--- config.mk ---
export PLATFORM = sky130hd
export DESIGN_NAME = spi_slv16_flat
export DESIGN_NICKNAME = d
export VERILOG_FILES = /design/src/rtl/spi_slv16_if.sv /design/src/rtl/spi_slv16.sv /design/src/flat_wrapper.sv
export SDC_FILE = /design/constraint.sdc
export NUM_CORES = 1
export LEC_CHECK = 0
export CORE_MARGIN = 1.5
export CORE_UTILIZATION = 57
export CTS_CLUSTER_DIAMETER = 60
export DETAILED_ROUTE_END_ITERATION = 8
export GPL_ROUTABILITY_DRIVEN = 0
export GPL_TIMING_DRIVEN = 0
export HOLD_SLACK_MARGIN = 0.1
export PLACE_DENSITY = 0.95
export SKIP_LAST_GASP = 1
export SLEW_MARGIN = 15
export SYNTH_ARGS = -nofsm -noshare
export SYNTH_HDL_FRONTEND = slang
export SYNTH_SLANG_ARGS = --single-unit
--- constraint.sdc ---
create_clock -name clk -period 4 [get_ports clk]
set_input_delay 0.4 -clock clk [delete_from_list [all_inputs] [get_ports clk]]
set_output_delay 0.4 -clock clk [all_outputs]
set_load 0.005 [all_outputs]
--- src/rtl/spi_slv16_if.sv ---
// Bus-side signal bundle for the spi_slv16 responder: SPI pins plus the
// local word-transfer handshake. The slave modport is the responder's view.
interface spi_slv16_if;
   logic        SS_n;
   logic        SCLK;
   logic        MOSI;
   logic        MISO;
   logic        wrt;
   logic [15:0] tx_data;
   logic [15:0] rx_data;
   logic        rdy;
   logic        frame_err;
   logic        busy;

   modport slave (
      input  SS_n, SCLK, MOSI, wrt, tx_data,
      output MISO, rx_data, rdy, frame_err, busy
   );

   modport master (
      output SS_n, SCLK, MOSI, wrt, tx_data,
      input  MISO, rx_data, rdy, frame_err, busy
   );
endinterface

--- src/rtl/spi_slv16.sv ---
// spi_slv16: 16-bit SPI responder (CPOL=1, CPHA=1, MSB first).
// Oversamples SS_n/SCLK/MOSI on clk, shifts a word in on MOSI while shifting
// the preloaded response out on MISO, and pulses rdy / frame_err at frame end.
// Optional feature macro: SPI_SLV_MISO_TRI_EN -- MISO floats (1'bz) while idle.
module spi_slv16 (
   input  logic        clk,
   input  logic        rst,
   spi_slv16_if.slave  bus
);

   typedef enum logic {IDLE, SHIFT} state_t;

   state_t      state_q, state_d;
   logic [2:0]  ss_q;
   logic [2:0]  sclk_q;
   logic [1:0]  mosi_q;
   logic [15:0] shft_q, shft_d;
   logic [15:0] tx_buf_q, tx_buf_d;
   logic [15:0] rx_data_q, rx_data_d;
   logic [4:0]  bit_cnt_q, bit_cnt_d;
   logic        ovr_q, ovr_d;
   logic        miso_q, miso_d;
   logic        rdy_q, rdy_d;
   logic        ferr_q, ferr_d;

   logic ss_fall, ss_rise, sclk_rise, sclk_fall, mosi_s;

   // Two-flop synchronisers plus a third edge-detect flop on SS_n and SCLK.
   // SS_n chain resets low so that SS_n held low across reset release is not
   // mistaken for a falling edge.
   always_ff @(posedge clk or posedge rst) begin
      if (rst) begin
         ss_q   <= '0;
         sclk_q <= '1;
         mosi_q <= '0;
      end else begin
         ss_q   <= {ss_q[1:0], bus.SS_n};
         sclk_q <= {sclk_q[1:0], bus.SCLK};
         mosi_q <= {mosi_q[0], bus.MOSI};
      end
   end

   assign ss_fall   =  ss_q[2]   & ~ss_q[1];
   assign ss_rise   = ~ss_q[2]   &  ss_q[1];
   assign sclk_rise = ~sclk_q[2] &  sclk_q[1];
   assign sclk_fall =  sclk_q[2] & ~sclk_q[1];
   assign mosi_s    =  mosi_q[1];

   // State and datapath registers.
   always_ff @(posedge clk or posedge rst) begin
      if (rst) begin
         state_q   <= IDLE;
         shft_q    <= '0;
         tx_buf_q  <= '0;
         rx_data_q <= '0;
         bit_cnt_q <= '0;
         ovr_q     <= 1'b0;
         miso_q    <= 1'b0;
         rdy_q     <= 1'b0;
         ferr_q    <= 1'b0;
      end else begin
         state_q   <= state_d;
         shft_q    <= shft_d;
         tx_buf_q  <= tx_buf_d;
         rx_data_q <= rx_data_d;
         bit_cnt_q <= bit_cnt_d;
         ovr_q     <= ovr_d;
         miso_q    <= miso_d;
         rdy_q     <= rdy_d;
         ferr_q    <= ferr_d;
      end
   end

   // Next-state logic; an SS_n rise in SHIFT takes priority over SCLK edges.
   always_comb begin
      state_d   = state_q;
      shft_d    = shft_q;
      tx_buf_d  = bus.wrt ? bus.tx_data : tx_buf_q;
      rx_data_d = rx_data_q;
      bit_cnt_d = bit_cnt_q;
      ovr_d     = ovr_q;
      miso_d    = miso_q;
      rdy_d     = 1'b0;
      ferr_d    = 1'b0;

      unique case (state_q)
         IDLE: begin
            if (ss_fall) begin
               state_d   = SHIFT;
               shft_d    = tx_buf_q;
               bit_cnt_d = '0;
               miso_d    = tx_buf_q[15];
            end
         end
         SHIFT: begin
            if (ss_rise) begin
               state_d = IDLE;
               if ((bit_cnt_q == 5'd16) && !ovr_q) begin
                  rx_data_d = shft_q;
                  rdy_d     = 1'b1;
               end else begin
                  ferr_d = 1'b1;
               end
               ovr_d = 1'b0;
            end else if (sclk_rise) begin
               if (bit_cnt_q < 5'd16) begin
                  shft_d    = {shft_q[14:0], mosi_s};
                  bit_cnt_d = bit_cnt_q + 5'd1;
               end else begin
                  ovr_d = 1'b1;
               end
            end else if (sclk_fall) begin
               miso_d = shft_q[15];
            end
         end
         default: state_d = IDLE;
      endcase
   end

   assign bus.rx_data   = rx_data_q;
   assign bus.rdy       = rdy_q;
   assign bus.frame_err = ferr_q;
   assign bus.busy      = (state_q == SHIFT);

`ifdef SPI_SLV_MISO_TRI_EN
   assign bus.MISO = (state_q == SHIFT) ? miso_q : 1'bz;
`else
   assign bus.MISO = miso_q;
`endif

endmodule

--- src/flat_wrapper.sv ---
// flat-port wrapper written by rule: the top's interface ports become plain ports
module spi_slv16_flat 
  (clk, rst, bus_SS_n, bus_SCLK, bus_MOSI, bus_wrt, bus_tx_data, bus_MISO, bus_rx_data, bus_rdy, bus_frame_err, bus_busy);
  spi_slv16_if bus_i ();
  input  logic clk;
  input  logic rst;
  input wire logic [$bits(bus_i.SS_n)-1:0] bus_SS_n;
  input wire logic [$bits(bus_i.SCLK)-1:0] bus_SCLK;
  input wire logic [$bits(bus_i.MOSI)-1:0] bus_MOSI;
  input wire logic [$bits(bus_i.wrt)-1:0] bus_wrt;
  input wire logic [$bits(bus_i.tx_data)-1:0] bus_tx_data;
  output wire logic [$bits(bus_i.MISO)-1:0] bus_MISO;
  output wire logic [$bits(bus_i.rx_data)-1:0] bus_rx_data;
  output wire logic [$bits(bus_i.rdy)-1:0] bus_rdy;
  output wire logic [$bits(bus_i.frame_err)-1:0] bus_frame_err;
  output wire logic [$bits(bus_i.busy)-1:0] bus_busy;
  assign bus_i.SS_n = bus_SS_n;
  assign bus_i.SCLK = bus_SCLK;
  assign bus_i.MOSI = bus_MOSI;
  assign bus_i.wrt = bus_wrt;
  assign bus_i.tx_data = bus_tx_data;
  assign bus_MISO = bus_i.MISO;
  assign bus_rx_data = bus_i.rx_data;
  assign bus_rdy = bus_i.rdy;
  assign bus_frame_err = bus_i.frame_err;
  assign bus_busy = bus_i.busy;
  spi_slv16 u_core (.clk(clk), .rst(rst), .bus(bus_i));
endmodule
==> results of run 1 <==
## synth_stat cells (2+ instances only)
cell	instances
mux2i_1	4
dfstp_2	3
inv_1	5
dfrtp_1	63
clkbuf_1	3
nor2_1	2
mux2_2	55
o21ai_0	2
nand2_1	6
nor3b_2	2
ha_1	2
nand2b_1	2
nand4_1	2
buf_6	3
mux2_1	9
## logic make-up after synthesis
family / share of synthesized area
AOI/OAI and AO/OA: 0.02066
adders and majority gates: 0.009181
buffers and inverters: 0.02479
DFF: 0.6074
muxes: 0.2792
and+or+nand+nor: 0.05877
## worst register-to-register path: cells and delay by family, from the launching register on
kind,cells,cell delay [ns]
fa+ha+maj,1,0.17
buf+inv,2,0.34
simple gates,2,0.65
mux,1,0.34
flops,1,0.40
## routing by layer
metal	wire length [um]	up-vias	part of all wire	GRT usage
li1	-	737	-	-
met4	97	0	0.020	0.09853
met3	148	10	0.031	0.04306
met1	2152	801	0.45	0.2759
met5	0	-	0	0
met2	2389	33	0.50	0.3189
## power by group through the flow
stage | sequential (mW) | combinational [mW] | clock, mW
after global routing | 0.891 | 0.328 | 0.550
after detailed placement | 0.884 | 0.292 | 0
after floorplan | 0.853 | 0.220 | 0
after CTS | 0.875 | 0.304 | 0.524
final | 0.875 | 0.301 | 0.519
after global placement | 0.877 | 0.273 | 0
## worst max-delay path by stage
stage                                    start                           endpoint  slack [ns]  depth (start not counted)
2_1_floorplan                              rst    u_core.bit_cnt_q[0]$_DFFE_PP0P_        1.95                          1
3_3_place_gp                               rst     u_core.tx_buf_q[4]$_DFFE_PP0P_        0.91                          2
3_5_place_dp   u_core.bit_cnt_q[0]$_DFFE_PP0P_  u_core.bus.rx_data[8]$_DFFE_PP0P_        1.99                          6
4_1_cts        u_core.bit_cnt_q[0]$_DFFE_PP0P_  u_core.bus.rx_data[0]$_DFFE_PP0P_        1.98                          6
5_1_grt        u_core.bit_cnt_q[1]$_DFFE_PP0P_  u_core.bus.rx_data[3]$_DFFE_PP0P_        1.88                          6
6_report       u_core.bit_cnt_q[0]$_DFFE_PP0P_  u_core.bus.rx_data[8]$_DFFE_PP0P_        1.98                          6
## flip-flops by register name (all words and copies together), names as in the netlist
signal / flops
u_core.tx_buf_q: 16
u_core.ss_q: 3
u_core.bus.busy: 1
u_core.bus.MISO: 1
u_core.bit_cnt_q: 5
u_core.bus.rdy: 1
u_core.shft_q: 16
u_core.ovr_q: 1
u_core.bus.rx_data: 16
u_core.sclk_q: 3
u_core.bus.frame_err: 1
u_core.mosi_q: 2
## layout make-up
type / instances / area, sq um
clock inverters: 2 / 10.01
well taps: 52 / 65.06
repair buffers: 41 / 427.9
flip-flops and latches: 66 / 1655
plain buffers: 7 / 48.80
fillers: 246 / 1065
multi-input cells: 99 / 1002
clock buffers: 13 / 178.9
inverters: 5 / 21.27
==> impl_metrics.env, run 1 <==
export IMPL_vdd_drop_max_v=0.0003006
export IMPL_cpPeakStageDelay_ns=0.48
export IMPL_vias_per_cell=5.547
export IMPL_io_pins=42
export IMPL_crit_path_start_kind="register"
export IMPL_async_flop_share=1.000
export IMPL_firstDrtPassIters=5
export IMPL_drv_cap=0
export IMPL_fin_nets=253
export IMPL_synth_edf_count=0
export IMPL_slew_headroom=0.5697
export IMPL_antenna_cells=0
export IMPL_regToRegSetupSlack_ns=1.98
export IMPL_wire_per_inst_um=16.80
export IMPL_initial_core_util=0.6091
export IMPL_drtIter0Drc=66
export IMPL_power_frac_seq=0.516
export IMPL_path_clk_slew_ns=0.07
export IMPL_clock_path_buffers=2
export IMPL_hp_class="in -> async"
export IMPL_whs_ns=0.3181
export IMPL_portBuffers=40
export IMPL_hpwlAfterDp_um=3163
export IMPL_preCtsSetupSlack_ns=1.992
export IMPL_synth_seq_cells=66
export IMPL_grt_overflow=0
export IMPL_die_area_sq_mm=0.005205
export IMPL_clock_latency_ns=0.34
export IMPL_p_leak_nw=1.554
export IMPL_syn_inst=177
export IMPL_r2r_cells=6
export IMPL_powerDensity_mw_per_mm2=497.1
export IMPL_layout_commonest_cell="dfrtp_1"
export IMPL_grt_pass1_wl_um=7872
export IMPL_rsz0062_at_grt="no"
export IMPL_cts_tree="built"
export IMPL_antenna_left=0
export IMPL_worst_pin_slew_ns=0.6454
export IMPL_p_int_mw=1.259
export IMPL_cp_slowest_cell="nor3_4"
export IMPL_dieWidth_um=72.15
export IMPL_grt_pass1_vias=1628
export IMPL_post_cts_buffers=0
export IMPL_netlist_area_sq_mm=0.002725
export IMPL_h_tree_depth=3
export IMPL_netSwitchingPower_uw=436.0
export IMPL_track_usage=0.2043
export IMPL_vias=1581
export IMPL_synth_area_leaders="dfrtp_1 58%, mux2_2 23%, mux2_1 3.7%"
export IMPL_cts_repair_resized=0
export IMPL_numCtsBuffers=9
export IMPL_dp_cells=270
export IMPL_synth_seq_area_share=0.6074
export IMPL_row_count=24
export IMPL_p_comb_frac=0.177
export IMPL_switching_share=0.2572
export IMPL_crit_buf_inv=2
export IMPL_antenna_found_initial=0
export IMPL_layout_common_cells="63 x dfrtp_1, 55 x mux2_2, 40 x clkdlybuf4s50_1, 13 x clkbuf_8, 9 x mux2_1"
export IMPL_cts_root_buf="clkbuf_8"
export IMPL_design_core_area_sq_mm=0.004474
export IMPL_drc=0
export IMPL_crit_fanout=10
export IMPL_hold_buffers=0
export IMPL_ys_warn_count=0
export IMPL_final_cell_count_no_fill=285
export IMPL_timing_hold_violations_final=0
export IMPL_area_growth_pct=25.11
export IMPL_reg2reg_from="u_core.bit_cnt_q[0]$_DFFE_PP0P_"
export IMPL_clock_skew_ns=0.005504
export IMPL_synth_top_area_frac=0.5785
export IMPL_arrival_ns=2.23
export IMPL_drive_above_1_share=0.3562
export IMPL_timing_rr_end="u_core.bus.rx_data[8]$_DFFE_PP0P_"
export IMPL_dieHeight_um=72.15
export IMPL_yosys_most_used_dff="dfrtp_1"
export IMPL_finalWirelength_um=4787
export IMPL_finalCritPeriodShare=0.5047
export IMPL_fin_util=0.7620
export IMPL_fin_crit_ns=2.019
export IMPL_grt_max_degree=56
export IMPL_place_area_sq_mm=0.003221
export IMPL_synthDistinctLibCells=29
export IMPL_cts_sinks=66
export IMPL_path_cells="inv_1, ha_1, nand4bb_1, nor3_4, buf_6, mux2_1"
export IMPL_drv_slew=0
export IMPL_clockPowerShare=0.306
export IMPL_setup_slack_ns=1.981
export IMPL_setup_tns_ns=0
export IMPL_path_delay_family="simple AND/OR/NAND/NOR gates"
export IMPL_synth_top_area_cell="dfrtp_1"
export IMPL_fmax_mhz=495.3
export IMPL_finalPower_mw=1.695
export IMPL_syn_nets=201
export IMPL_syn_area_per_cell_sq_um=15.40
export IMPL_crit_type="reg -> reg"
export IMPL_final_cell_area_sq_mm=0.003410
export IMPL_cp_end_kind="register"
export IMPL_finalSetupViolCount=0
export IMPL_crit_required_ns=4.21
export IMPL_status="finished clean"
No activity file was read; power rests on OpenSTA's default activity.
==> inputs of run 2 (changes only) <==
--- a/config.mk
+++ b/config.mk
@@ -6,13 +6,13 @@
 export NUM_CORES = 1
 export LEC_CHECK = 0
 export CORE_MARGIN = 1.5
-export CORE_UTILIZATION = 57
+export CORE_UTILIZATION = 53
 export CTS_CLUSTER_DIAMETER = 60
 export DETAILED_ROUTE_END_ITERATION = 8
 export GPL_ROUTABILITY_DRIVEN = 0
 export GPL_TIMING_DRIVEN = 0
 export HOLD_SLACK_MARGIN = 0.1
-export PLACE_DENSITY = 0.95
+export PLACE_DENSITY = 0.9
 export SKIP_LAST_GASP = 1
 export SLEW_MARGIN = 15
 export SYNTH_ARGS = -nofsm -noshare
==> constraint.sdc (replaced) <==
create_clock -name clk -period 2 [get_ports clk]
set_input_delay 0.2 -clock clk [delete_from_list [all_inputs] [get_ports clk]]
set_output_delay 0.2 -clock clk [all_outputs]
set_load 0.005 [all_outputs]
==> run 2 against run 1 <==
Largest cell class unchanged. Sequential share of layout area fell by 0.60 points. Largest power group unchanged. Final area up 1.2%. Critical endpoint is now u_core.bus.rx_data[6]$_DFFE_PP0P_. Setup slack worse by 1.8 ns. Routed wire length rose by 6.0%. Critical path depth unchanged. Final cell count increased by 7.0%. Register-to-register slack worse by 1.8 ns. Maximum frequency increased by 11%. Sequential power up 100%. First-iteration DRC count down 33%. Clock power up 100%.
==> impl_metrics.env, run 2 (synthesized netlist as in run 1, its figures left out) <==
export IMPL_status="finished clean"
export IMPL_initial_core_util=0.5621
export IMPL_timing_hold_violations_final=0
export IMPL_clock_path_buffers=2
export IMPL_crit_type="reg -> reg"
export IMPL_antenna_left=0
export IMPL_cp_end_kind="register"
export IMPL_powerDensity_mw_per_mm2=982.2
export IMPL_firstDrtPassIters=4
export IMPL_cts_root_buf="clkbuf_8"
export IMPL_clock_skew_ns=0.01154
export IMPL_preCtsSetupSlack_ns=0.005050
export IMPL_track_usage=0.2154
export IMPL_row_count=25
export IMPL_layout_common_cells="63 x dfrtp_1, 55 x mux2_2, 40 x clkdlybuf4s50_1, 12 x clkbuf_8, 9 x mux2_1"
export IMPL_fmax_mhz=547.4
export IMPL_worst_pin_slew_ns=0.6155
export IMPL_hpwlAfterDp_um=3453
export IMPL_antenna_cells=0
export IMPL_fin_crit_ns=1.827
export IMPL_crit_required_ns=2.22
export IMPL_dieWidth_um=74.71
export IMPL_finalCritPeriodShare=0.9135
export IMPL_vias_per_cell=5.233
export IMPL_die_area_sq_mm=0.005581
export IMPL_grt_overflow=0
export IMPL_vias=1596
export IMPL_crit_path_start_kind="register"
export IMPL_vdd_drop_max_v=0.0007350
export IMPL_cts_sinks=66
export IMPL_finalSetupViolCount=0
export IMPL_path_clk_slew_ns=0.07
export IMPL_numCtsBuffers=9
export IMPL_grt_pass1_vias=1721
export IMPL_finalWirelength_um=5076
export IMPL_grt_pass1_wl_um=8431
export IMPL_final_cell_area_sq_mm=0.003452
export IMPL_area_growth_pct=26.68
export IMPL_wire_per_inst_um=16.64
export IMPL_fin_nets=257
export IMPL_drtIter0Drc=44
export IMPL_drv_cap=0
export IMPL_crit_fanout=10
export IMPL_hold_buffers=0
export IMPL_antenna_found_initial=0
export IMPL_h_tree_depth=3
export IMPL_drv_slew=0
export IMPL_setup_slack_ns=0.1731
export IMPL_slew_headroom=0.5897
export IMPL_drive_above_1_share=0.3613
export IMPL_dieHeight_um=74.71
export IMPL_io_pins=42
export IMPL_p_leak_nw=1.571
export IMPL_cts_repair_resized=0
export IMPL_clock_latency_ns=0.35
export IMPL_place_area_sq_mm=0.003239
export IMPL_hp_class="in -> async"
export IMPL_drc=0
export IMPL_portBuffers=40
export IMPL_layout_commonest_cell="dfrtp_1"
export IMPL_grt_max_degree=50
export IMPL_arrival_ns=2.05
export IMPL_rsz0062_at_grt="no"
export IMPL_design_core_area_sq_mm=0.004848
export IMPL_cts_tree="built"
[run 2: cell types whose count changed in the layout (fill, tap and decap cells not counted), sizes merged]
cell	previous run	this run
buf	5	9
clkbuf	16	17
[run 2: metrics by stage]
step                instances  hold slack, ns  power (mW)  utilization  setup TNS, ns
floorplan                 177          0.2045       2.146            -              0
global placement          284          0.3327       2.295       0.6619         -56.67
detailed placement        285          0.3401       2.358       0.6681              0
CTS                       301          0.1370       3.411       0.7058              0
global route              305          0.1562       3.566       0.7120              0
finish                    305          0.1512       3.390       0.7120              0
[run 2: repair_timing]
item,in CTS,in global routing
cloned,0,0
buffers inserted,0,4
pin swaps,1,1
setup endpoints to repair,3,9
[run 2: final timing paths]
| path | from | endpoint | slack, ns | depth (start not counted) |
|---|---|---|---|---|
| hold reg to reg | u_core.mosi_q[0]$_DFF_PP0_ | u_core.mosi_q[1]$_DFF_PP0_ | 0.35 | 0 |
| setup reg to reg | u_core.bit_cnt_q[0]$_DFFE_PP0P_ | u_core.bus.rx_data[6]$_DFFE_PP0P_ | 0.17 | 6 |
| min in group clk | bus_SCLK | u_core.sclk_q[0]$_DFF_PP1_ | 0.30 | 1 |
| hold / removal | rst | u_core.tx_buf_q[13]$_DFFE_PP0P_ | 0.15 | 2 |
| max in group asynchronous | rst | u_core.sclk_q[1]$_DFF_PP1_ | 1.29 | 3 |
| setup / recovery | u_core.bit_cnt_q[0]$_DFFE_PP0P_ | u_core.bus.rx_data[6]$_DFFE_PP0P_ | 0.17 | 6 |
[run 2: worst max-delay path, stage by stage, from the launching register on]
cell and delay (ns):
dfrtp_1 0.39, inv_1 0.10, ha_1 0.16, nand4bb_1 0.17, nor3_4 0.32, buf_6 0.21
mux2_1 0.34
[run 2: where the power goes]
group	internal [mW]	total, mW	switching, mW	leakage [nW]
sequential	1.57	1.75	0.176	0.824
combinational	0.370	0.600	0.230	0.650
clock	0.549	1.04	0.491	0.0965
[run 2: area by class of cell]
cell class / count / area [sq um]
multi-input combinational: 99 / 1002
clock buffer: 14 / 172.7
timing repair buffer: 45 / 457.9
inverter: 5 / 21.27
tap: 67 / 83.83
fill: 316 / 1396
sequential: 66 / 1655
buffer: 7 / 48.80
clock inverter: 2 / 10.01
[run 2: per-layer routing]
layer  up-vias  GRT usage  wire length, um
met5         -          0                0
met4         0     0.1293              156
met3        14    0.07095              166
met2        35     0.3383             2599
met1       810     0.2598             2154
li1        737          -                -
==> inputs of run 3 (changes only) <==
--- a/config.mk
+++ b/config.mk
@@ -6,13 +6,12 @@
 export NUM_CORES = 1
 export LEC_CHECK = 0
 export CORE_MARGIN = 1.5
-export CORE_UTILIZATION = 53
-export CTS_CLUSTER_DIAMETER = 60
+export CORE_UTILIZATION = 48
 export DETAILED_ROUTE_END_ITERATION = 8
 export GPL_ROUTABILITY_DRIVEN = 0
 export GPL_TIMING_DRIVEN = 0
 export HOLD_SLACK_MARGIN = 0.1
-export PLACE_DENSITY = 0.9
+export PLACE_DENSITY = 0.86
 export SKIP_LAST_GASP = 1
 export SLEW_MARGIN = 15
 export SYNTH_ARGS = -nofsm -noshare
==> constraint.sdc (replaced) <==
create_clock -name clk -period 1.6 [get_ports clk]
set_input_delay 0.16 -clock clk [delete_from_list [all_inputs] [get_ports clk]]
set_output_delay 0.16 -clock clk [all_outputs]
set_load 0.005 [all_outputs]
==> run 3 against run 2 <==
Sequential share of layout area shrank 3.3 points. The run now ends with setup timing left. Register-to-register slack lost 0.27 ns. Via count grew 4.7%. Die area grew 10%. Final cell count grew 5.2%. Critical path depth is the same. Core utilization shrank 3.9 points. Clock power grew 57%. Sequential power grew 26%. Count of clock-buffer cells in the layout shrank 2. Setup slack lost 0.27 ns.
==> impl_metrics.env, run 3 (synthesized netlist as in run 1, its figures left out) <==
export IMPL_crit_fanout=7
export IMPL_cp_slowest_cell="dfrtp_1"
export IMPL_cp_end_kind="register"
export IMPL_grt_overflow=0
export IMPL_design_core_area_sq_mm=0.005507
export IMPL_grt_max_degree=37
export IMPL_numCtsBuffers=9
export IMPL_drtIter0Drc=97
export IMPL_h_tree_depth=3
export IMPL_reg2reg_from="u_core.bit_cnt_q[1]$_DFFE_PP0P_"
export IMPL_dieWidth_um=78.35
export IMPL_cpPeakStageDelay_ns=0.41
export IMPL_fin_nets=268
export IMPL_finalWirelength_um=5211
export IMPL_grt_pass1_vias=1724
export IMPL_vdd_drop_max_v=0.0009533
export IMPL_clock_latency_ns=0.34
export IMPL_regToRegSetupSlack_ns=-0.1
export IMPL_hp_class="in -> reg"
export IMPL_crit_type="reg -> reg"
export IMPL_drive_above_1_share=0.4578
export IMPL_clock_path_buffers=2
export IMPL_finalSetupViolCount=32
export IMPL_setup_worst_path_end="u_core.bus.rx_data[11]$_DFFE_PP0P_"
export IMPL_antenna_found_initial=0
export IMPL_initial_core_util=0.4949
export IMPL_min_from="bus_SCLK"
export IMPL_whs_path_depth=1
export IMPL_row_count=27
export IMPL_crit_required_ns=1.83
export IMPL_p_leak_nw=1.649
export IMPL_timing_rr_end="u_core.bus.rx_data[11]$_DFFE_PP0P_"
export IMPL_rsz0062_at_grt="yes"
export IMPL_fmax_mhz=588.5
export IMPL_cts_root_buf="clkbuf_8"
export IMPL_firstDrtPassIters=4
export IMPL_arrival_ns=1.93
export IMPL_vias=1671
export IMPL_r2r_cells=6
export IMPL_cp_depth=6
export IMPL_area_growth_pct=36.00
export IMPL_slew_headroom=0.5802
export IMPL_dp_cells=291
export IMPL_hpwlAfterDp_um=3212
export IMPL_vias_per_cell=5.206
export IMPL_path_clk_slew_ns=0.07
export IMPL_preCtsSetupSlack_ns=-0.3286
export IMPL_worst_pin_slew_ns=0.6297
export IMPL_drv_slew=0
export IMPL_io_pins=42
export IMPL_crit_path_start_kind="register"
export IMPL_finalCritPeriodShare=1.062
export IMPL_startpoint="u_core.bit_cnt_q[1]$_DFFE_PP0P_"
export IMPL_crit_buf_inv=2
export IMPL_drc=0
export IMPL_status="complete, but fails checks"
export IMPL_path_cells="inv_2, ha_4, nand4bb_4, nor3_4, buf_6, mux2_4"
export IMPL_setup_tns_ns=-1.557
export IMPL_drv_cap=0
export IMPL_layout_common_cells="63 x dfrtp_1, 48 x mux2_2, 40 x clkdlybuf4s50_1, 16 x mux2_4, 12 x clkbuf_8"
export IMPL_die_area_sq_mm=0.006138
export IMPL_dieHeight_um=78.35
export IMPL_grt_pass1_wl_um=8549
export IMPL_antenna_cells=0
export IMPL_layout_commonest_cell="dfrtp_1"
export IMPL_timing_hold_violations_final=0
export IMPL_path_delay_family="simple AND/OR/NAND/NOR gates"
export IMPL_portBuffers=40
export IMPL_powerDensity_mw_per_mm2=1269
export IMPL_antenna_left=0
export IMPL_fin_crit_ns=1.699
export IMPL_cts_tree="built"
export IMPL_wire_per_inst_um=16.23
export IMPL_violations="setup timing"
export IMPL_setup_slack_ns=-0.09934
export IMPL_cts_sinks=66
export IMPL_track_usage=0.1889
export IMPL_final_cell_count_no_fill=321
export IMPL_clock_skew_ns=0.006664
run 3: how the worst min path moves through the flow:
stage / end
after floorplan: u_core.sclk_q[0]$_DFF_PP1_
after global placement: u_core.mosi_q[1]$_DFF_PP0_
after detailed placement: u_core.ss_q[1]$_DFF_PP0_
after CTS: u_core.sclk_q[0]$_DFF_PP1_
after global routing: u_core.sclk_q[0]$_DFF_PP1_
final: u_core.sclk_q[0]$_DFF_PP1_
run 3: layout make-up:
cell class / count / area [sq um]
plain buffers: 7 / 51.30
clock buffers: 12 / 165.2
clock inverters: 4 / 72.57
fillers: 354 / 1800
inverters: 5 / 22.52
multi-input cells: 99 / 1094
flip-flops and latches: 66 / 1655
well taps: 72 / 90.09
repair buffers: 56 / 555.5
run 3: power breakdown:
part           total, mW  switching (mW)  leakage, nW  internal [mW]
Sequential          2.20           0.234        0.824           1.97
Clock               1.63           0.627        0.119           1.00
Combinational      0.870           0.315        0.706          0.555
Total               4.70            1.18         1.65           3.53
run 3: worst register-to-register path, cell delays in order, from the launching register on:
cell	delay [ns]
dfrtp_1	0.41
inv_2	0.09
ha_4	0.15
nand4bb_4	0.13
nor3_4	0.28
buf_6	0.21
mux2_4	0.31
run 3: stage by stage:
stage / hold slack, ns / instance area (sq um) / utilization / total power, mW
final: 0.2344 / 3706 / 0.6730 / 4.701
after global routing: 0.2277 / 3706 / 0.6730 / 4.925
after CTS: 0.2182 / 3655 / 0.6637 / 4.699
after detailed placement: 0.3395 / 3259 / 0.5919 / 2.948
after global placement: 0.3322 / 3219 / 0.5846 / 2.875
after floorplan: 0.1645 / 2729 / - / 2.687
run 3: per-layer routing:
layer	GRT usage	vias up	wire length, um
li1	-	761	-
met1	0.2576	848	2397
met2	0.2670	49	2409
met3	0.06163	13	243
met4	0.1036	0	161
met5	0	-	0
run 3: timing repair:
action / in CTS / in global routing
pin swaps: 3 / 1
resized for setup: 22 / 4
endpoints found under the hold margin: 1 / 0
setup endpoints to repair: 28 / 32
hold buffers: 1 / 0
buffers inserted: 7 / 5
gates cloned: 1 / 0
